$ cat src/rtl/alu_result_collector.sv
// Downstream buffer for the 12-bit ALU: captures each valid result into a small show-ahead FIFO,
// hands it to the consumer over valid/ready, and reports drops plus a saturating overflow count.
module alu_result_collector #(
    parameter int DATA_W = 12,
    parameter int DEPTH  = 4,
    parameter int CNT_W  = 8,
    localparam int PTR_W = $clog2(DEPTH),
    localparam int OCC_W = PTR_W + 1
) (
    input  logic              i_clk,
    input  logic              i_rst,
    input  logic              i_valid,
    input  logic [DATA_W-1:0] i_data,
    input  logic              i_overflow,
    input  logic              i_ready,
    input  logic              i_clr_cnt,
    output logic              o_valid,
    output logic [DATA_W-1:0] o_data,
    output logic              o_overflow,
    output logic              o_full,
    output logic [OCC_W-1:0]  o_count,
    output logic              o_drop,
    output logic [CNT_W-1:0]  o_ovf_cnt
);

    // Handshake: a head entry transfers on any rising edge where o_valid && i_ready are both high;
    // o_valid stays high until that transfer (or reset), and the head is stable while it waits.

    logic [DATA_W:0]    mem [DEPTH];
    logic [PTR_W-1:0]   wr_ptr;
    logic [PTR_W-1:0]   rd_ptr;
    logic [PTR_W-1:0]   rd_nxt;
    logic [OCC_W-1:0]   count;
    logic [OCC_W-1:0]   count_nxt;
    logic [DATA_W:0]    head;
    logic [DATA_W:0]    head_nxt;
    logic               full;
    logic               push;
    logic               pop;

    assign full    = (count == OCC_W'(DEPTH));
    assign o_valid = (count != '0);
    assign pop     = o_valid && i_ready;
    assign push    = i_valid && (!full || pop);
    assign rd_nxt  = pop ? rd_ptr + 1'b1 : rd_ptr;

    always_comb begin
        count_nxt = count;
        case ({push, pop})
            2'b10:   count_nxt = count + 1'b1;
            2'b01:   count_nxt = count - 1'b1;
            default: count_nxt = count;
        endcase
    end

    // The head is a register so it reads 0 after reset without clearing the storage array;
    // when the entry being written is the next head, take it from the input directly.
    always_comb begin
        head_nxt = head;
        if (push && (wr_ptr == rd_nxt)) begin
            head_nxt = {i_overflow, i_data};
        end else if (count_nxt != '0) begin
            head_nxt = mem[rd_nxt];
        end
    end

    always_ff @(posedge i_clk) begin
        if (!i_rst && push) begin
            mem[wr_ptr] <= {i_overflow, i_data};
        end
    end

    always_ff @(posedge i_clk) begin
        if (i_rst) begin
            wr_ptr    <= '0;
            rd_ptr    <= '0;
            count     <= '0;
            head      <= '0;
            o_drop    <= 1'b0;
            o_ovf_cnt <= '0;
        end else begin
            if (push) begin
                wr_ptr <= wr_ptr + 1'b1;
            end
            rd_ptr <= rd_nxt;
            count  <= count_nxt;
            head   <= head_nxt;
            o_drop <= i_valid && full && !pop;
            // Overflows are counted whether or not the result found room in the buffer.
            if (i_clr_cnt) begin
                o_ovf_cnt <= '0;
            end else if (i_valid && i_overflow && (o_ovf_cnt != '1)) begin
                o_ovf_cnt <= o_ovf_cnt + 1'b1;
            end
        end
    end

    assign o_data     = head[DATA_W-1:0];
    assign o_overflow = head[DATA_W];
    assign o_full     = full;
    assign o_count    = count;

endmodule

$ cat config.mk
export PLATFORM = sky130hd
export DESIGN_NAME = alu_result_collector
export DESIGN_NICKNAME = d
export VERILOG_FILES = /design/src/rtl/alu_result_collector.sv
export SDC_FILE = /design/constraint.sdc
export NUM_CORES = 1
export LEC_CHECK = 0
export ABC_AREA = 1
export CORE_MARGIN = 5
export CORE_UTILIZATION = 50
export CTS_CLUSTER_SIZE = 20
export DETAILED_ROUTE_END_ITERATION = 16
export PLACE_DENSITY = 0.72
export SLEW_MARGIN = 20
export SYNTH_ARGS = -nofsm -noshare
export SYNTH_HDL_FRONTEND = slang
export SYNTH_SLANG_ARGS = --single-unit
$ cat constraint.sdc
create_clock -name i_clk -period 2.2 [get_ports i_clk]
set_input_delay 0.44 -clock i_clk [delete_from_list [all_inputs] [get_ports i_clk]]
set_output_delay 0.44 -clock i_clk [all_outputs]
set_load 0.05 [all_outputs]
Word-level counts from Yosys, hierarchy flattened
Memory sizes are Yosys's and may differ from the RTL's. A register that Yosys moved wholly into a read port is not among the register bits.
Index checks and enable logic that the tools add are counted.
{"block": "classes", "n_eq_ne": 5, "addsub": 5, "reduce_logical": 16, "n_mux": 4}
{"op": "$add A8 B1 Y8 const B", "count": 1}
{"op": "$logic_and A1 B1 Y1", "count": 8}
{"op": "$ne A8 B8 Y1 const B", "count": 1}
{"op": "$pmux W3 S2", "count": 1}
{"op": "$reduce_bool A3 Y1", "count": 2}
{"op": "$add A2 B1 Y2 const B", "count": 2}
{"op": "$add A3 B1 Y3 const B", "count": 1}
{"op": "$eq A3 B3 Y1 const B", "count": 1}
{"op": "$logic_not A1 Y1", "count": 3}
{"op": "$sub A3 B1 Y3 const B", "count": 1}
{"op": "$eq A2 B1 Y1 const B", "count": 1}
{"op": "$eq A2 B2 Y1", "count": 1}
{"op": "$eq A2 B2 Y1 const B", "count": 1}
{"op": "$mux W1", "count": 2}
{"op": "$mux W2", "count": 1}
{"op": "$reduce_bool A2 Y1", "count": 1}
{"op": "$reduce_or A2 Y1", "count": 1}
{"op": "$logic_or A1 B1 Y1", "count": 1}
{"block": "totals", "wordCells": 36, "mem_bits_rw": 52, "output_inout_bits": 27, "mem_count": 1, "reg_bits": 16}
{"name": "mem", "depth": 4, "width": 13, "read_ports": 1, "rd_clocked_by_memory_dff": 1, "write_ports": 1, "line_no": "29", "text": "logic [DATA_W:0] mem [DEPTH];"}

Depth between registers and ports, before layout
Gate-level depths: netlist of the first run.
{"block": "logic_depth", "word_depth": 8, "ltp_mapped": 13, "depth_no_buf": 12}

Worst setup path before layout of the first run
Ideal clock, no wire load.
{"block": "synth_timing", "kind": "register to register", "from": "register count[1] (netlist: o_count[1])", "to": "register head[10] (read register of mem)", "n_path_buf": 1, "t_arrival_ns": 2.372, "path_stages_with_launch": 13, "setup_time_ns": 0.113, "setup_slack_ns": -0.284, "synth_period_minus_slack_ns": 2.484, "cell_sequence": "dfxtp_1 nor2_4 nand2_4 nand3_2 fa_1 inv_1 nand2_1 nand2_1 nor2_1 buf_2 nand4_1 nand2_1 nor2_1"}
{"block": "synth_via", "elab_chain_len": 8, "word_cells_on_any_way": 16, "classes_between": "2 x add/sub; 4 x eq/ne; 2 x mux; 8 x reduce/logical"}
{"item": "start, declared", "line_no": "33", "text": "logic [OCC_W-1:0] count;"}
{"item": "start signal, assigned", "line_no": "86", "text": "count <= count_nxt;"}
{"item": "$reduce_bool A3 Y1 (*)", "line_no": "42", "text": "assign o_valid = (count != '0);"}
{"item": "via o_valid", "line_no": "17", "text": "output logic o_valid,"}
{"item": "$logic_and A1 B1 Y1 (*)", "line_no": "43", "text": "assign pop = o_valid && i_ready;"}
{"item": "$logic_or A1 B1 Y1", "line_no": "44", "text": "assign push = i_valid && (!full || pop);"}
{"item": "$logic_and A1 B1 Y1", "line_no": "44"}
{"item": "$eq A2 B1 Y1 or $eq A2 B2 Y1 (tied branches)", "line_no": "49", "text": "case ({push, pop})"}
{"item": "$pmux W3 S2", "line_no": "49"}
{"item": "$reduce_bool A3 Y1", "line_no": "62", "text": "end else if (count_nxt != '0) begin"}
{"item": "$reduce_bool A2 Y1 (no line)"}
{"item": "end, declared", "line_no": "35", "text": "logic [DATA_W:0] head;"}
The timed path passes the listed nets; every way through them passes the cells marked *.
A chain may end at the register's enable or synchronous reset.

Worst setup path after layout of the first run
{"block": "layout_timing", "from": "register o_ovf_cnt[3]", "to": "output o_ovf_cnt[3]"}
{"item": "start, declared", "line_no": "23", "text": "output logic [CNT_W-1:0] o_ovf_cnt"}
{"item": "start signal, assigned", "line_no": "93", "text": "o_ovf_cnt <= o_ovf_cnt + 1'b1;"}
No word-level cell between the ends.

==> results by group, run 1 <==
Timing
  • Fmax: around 480 MHz
  • Clock skew: roughly 0.011 ns
  • Slew Limit Fails: 0
  • RSZ-0062 raised after global routing: no
  • Worst rel slew slack: 0.662
  • Final setup viols: 0
  • Final Hold Fails: 0
  • Slew @ Worst Pin: around 0.5 ns
  • Tcrit/Tclk final: 0.947
  • Min setup slack post-route: 0.116 ns
  • Minimum clock period: ~2.1 ns

Placed design
  • Post-DP HPWL: ~6.6 mm
  • GPL Wtd Cong: 0.803
  • Worst slack at placement: -0.168 ns
  • # placed instances: 631
  • Port bufs: 44

Power and ir drop
  • Leak: between 2 and 2.5 nW
  • Pwr Total: ~0.0057 W
  • Switching power: between 0.002 and 0.0025 W
  • Sw Share: 0.426
  • Power per Cell Area: ~1100 nW/um2
  • Reg power frac: 0.336
  • VDD IR max: approximately 0.42 mV
  • Clock share of power: 0.182
  • Logic pwr share: 0.482
  • Cell internal pwr: approximately 0.0033 W

Floorplanning
  • Die ar.: 10100 um2
  • Num ports: between 40 and 50
  • Die Span Y: 100 um
  • Starting Density: 0.505
  • Core ar.: between 8000 and 9000 um2
  • Site row count: 33
  • Die X: 100 um

Yosys
  • Post-synth ARST share: 0
  • Syn Nets: a little under 500
  • Syn avg cell area: approximately 8.8 um2
  • Synth area leader: edfxtp_1
  • Netlist cell types: 31
  • Most numerous cell in the Yosys netlist: nand2_1
  • Number of enable flip-flop cells after synthesis: 52
  • Share of the synthesized area in the top cell type: 0.382
  • Flops & latches, synth: approximately 80
  • Synthesized cell area: around 4100 um2
  • Area contributors post-synth: edfxtp_1 38%, dfxtp_1 14%, nand2_1 9.4%
  • Sequential area share after synthesis: 0.524
  • Top cells by count, synth: 102 x nand2_1, 73 x inv_1, 52 x edfxtp_1, 52 x nand3_1, 39 x nor2_1
  • Top_reg_cell synth: edfxtp_1
  • Yosys warnings: 0
  • Post-Synthesis Cells: 464

Critical path
  • Crit-path max cell delay: 0.85 ns
  • CP bufs+invs: 1
  • Cell family with most CP delay: buffers and inverters
  • CP Capture Type: output port
  • Critical Path Source Type: register
  • Peak fanout along the critical path: 7
  • Critical path required time: around 1.8 ns
  • Critical path class: reg2out
  • Worst path slowest cell: clkdlybuf4s50_1
  • CP arrival: 1.64 ns
  • Cell-by-cell trace of the critical path: clkdlybuf4s50_1

Layout
  • Filler Cell Count: roughly 710
  • Final core occ: 0.624
  • # diodes: 0
  • Nets: approximately 560
  • Fin cells: between 600 and 700
  • Area growth syn-to-layout: 23.6%
  • Layout cell share with drive strength beyond 1: 0.164

Global route
  • Largest net degree at the start of global routing: 27
  • GRT Overall Usage: 0.194
  • First-pass GRT wire length: around 15 mm
  • Initial antenna violation count: 0
  • Number of global-route vias before repair: roughly 3200
  • Total gr overflow: 0

Clock tree
  • CTS HTree Levels: 3
  • Worst skew pair latency: roughly 0.36 ns
  • Clk slew on worst S/H paths: approximately 0.08 ns
  • Clock sink total: a little over 80
  • Hold_buf cts: 0
  • Root buf cell: clkbuf_8
  • CTS tree: yes
  • Deepest clock path buffer count: 2
  • CTS Buf Count: 9

Drt
  • Number of DRC markers in iteration 0: between 150 and 200
  • Via count: 3265
  • Vias per cell: roughly 5
  • Wire per inst: between 10 and 15 um
  • WL final: roughly 9.1 mm
  • First-pass iteration count of the detailed router: 4
  • ANT nets after route: 0
  • Number of remaining DRC errors: 0

Status
  • Status: finished, final reports clean

Run
  • Max cap viols: 0

Worst hold path
  • Hold/Removal Path Class: reg2reg
[power by group through the flow]
| stage | logic [W] | clock network (W) | registers, W |
|---|---|---|---|
| after floorplan | 0.00142 | 0 | 0.00242 |
| after global placement | 0.00273 | 0 | 0.00195 |
| after detailed placement | 0.00276 | 0 | 0.00196 |
| after CTS | 0.00277 | 0.00106 | 0.00192 |
| after global routing | 0.00302 | 0.00115 | 0.00195 |
| final | 0.00275 | 0.00104 | 0.00192 |
[stage by stage]
step,TNS (ns),hold WS (ns),instance area (um2)
after floorplan,0,0.539,4100
after global placement,-1.23,0.491,4860
after detailed placement,-1.94,0.496,4860
after CTS,0,0.512,5050
after global routing,0,0.544,5050
final,0,0.511,5050
[sequential cells by signal, indices dropped and copies added, names as in the netlist]
name       count
rd_ptr         2
o_count        3
o_drop         1
wr_ptr         2
head          13
mem           52
o_ovf_cnt      8
[what timing repair did]
item,in CTS,in global routing
resized for setup,0,1
buffers inserted,0,0
setup endpoints to repair,0,1
[area by class of cell]
type                       instances  area (um2)  area share
clock inverter                     5        33.8     0.00668
multi-input combinational        286        1540       0.305
inverter                          78         295      0.0584
tap                              105         131      0.0260
timing repair buffer              81         743       0.147
clock buffer                      11         154      0.0305
sequential                        81        2150       0.426
[cells by family (layout without fill, tap and decap cells)]
group	Yosys count	count (layout)	share of synthesized area
DFF	81	81	0.524
and+or+nand+nor	266	266	0.338
adders and majority gates	6	6	0.0202
buffers and inverters	97	175	0.0986
AOI/OAI and AO/OA	14	14	0.0196
[path summary, 6_finish.rpt]
kind / start / endpoint / slack, ns / cells after the start
worst max-delay path: o_ovf_cnt[3]$_SDFFE_PP0P_ / o_ovf_cnt[3] / 0.12 / 1
worst min-delay path: o_ovf_cnt[1]$_SDFFE_PP0P_ / o_ovf_cnt[1]$_SDFFE_PP0P_ / 0.51 / 2
worst max register to register: o_count[0]$_SDFF_PP0_ / head[1]$_SDFFE_PP0P_ / 0.30 / 11
worst min register to register: o_ovf_cnt[1]$_SDFFE_PP0P_ / o_ovf_cnt[1]$_SDFFE_PP0P_ / 0.51 / 2
[routing by layer]
metal,track usage,wire length [um]
met4,0.0777,157
met1,0.253,3800
met3,0.0445,629
met2,0.314,4480
met5,0,0
[layout by cell type (no fill, tap or decap), drive strengths merged]
cell and instances:
a21oi 7, nor2 41, ha 5, a21o 2, o21ai 4, fa 1, nand2 115, dfxtp 29
nor3b 2, nor3 3, nand4 29, nand3b 13, o21ba 1, inv 81, clkbuf 11, nand3 59
clkinv 2, edfxtp 52, or2 4, clkdlybuf4s50 42, buf 38, dlymetal6s2s 1
(Power assumes the default switching activity.)
==> run 2: changes to the inputs <==
--- a/config.mk
+++ b/config.mk
@@ -6,8 +6,10 @@
 export NUM_CORES = 1
 export LEC_CHECK = 0
 export ABC_AREA = 1
+export ABC_CLOCK_PERIOD_IN_PS = 2200
 export CORE_MARGIN = 5
 export CORE_UTILIZATION = 50
+export CTS_CLUSTER_DIAMETER = 200
 export CTS_CLUSTER_SIZE = 20
 export DETAILED_ROUTE_END_ITERATION = 16
 export PLACE_DENSITY = 0.72
==> results of run 2 <==
Same layout as run 1: the final DEF is identical, and so are final timing and power.
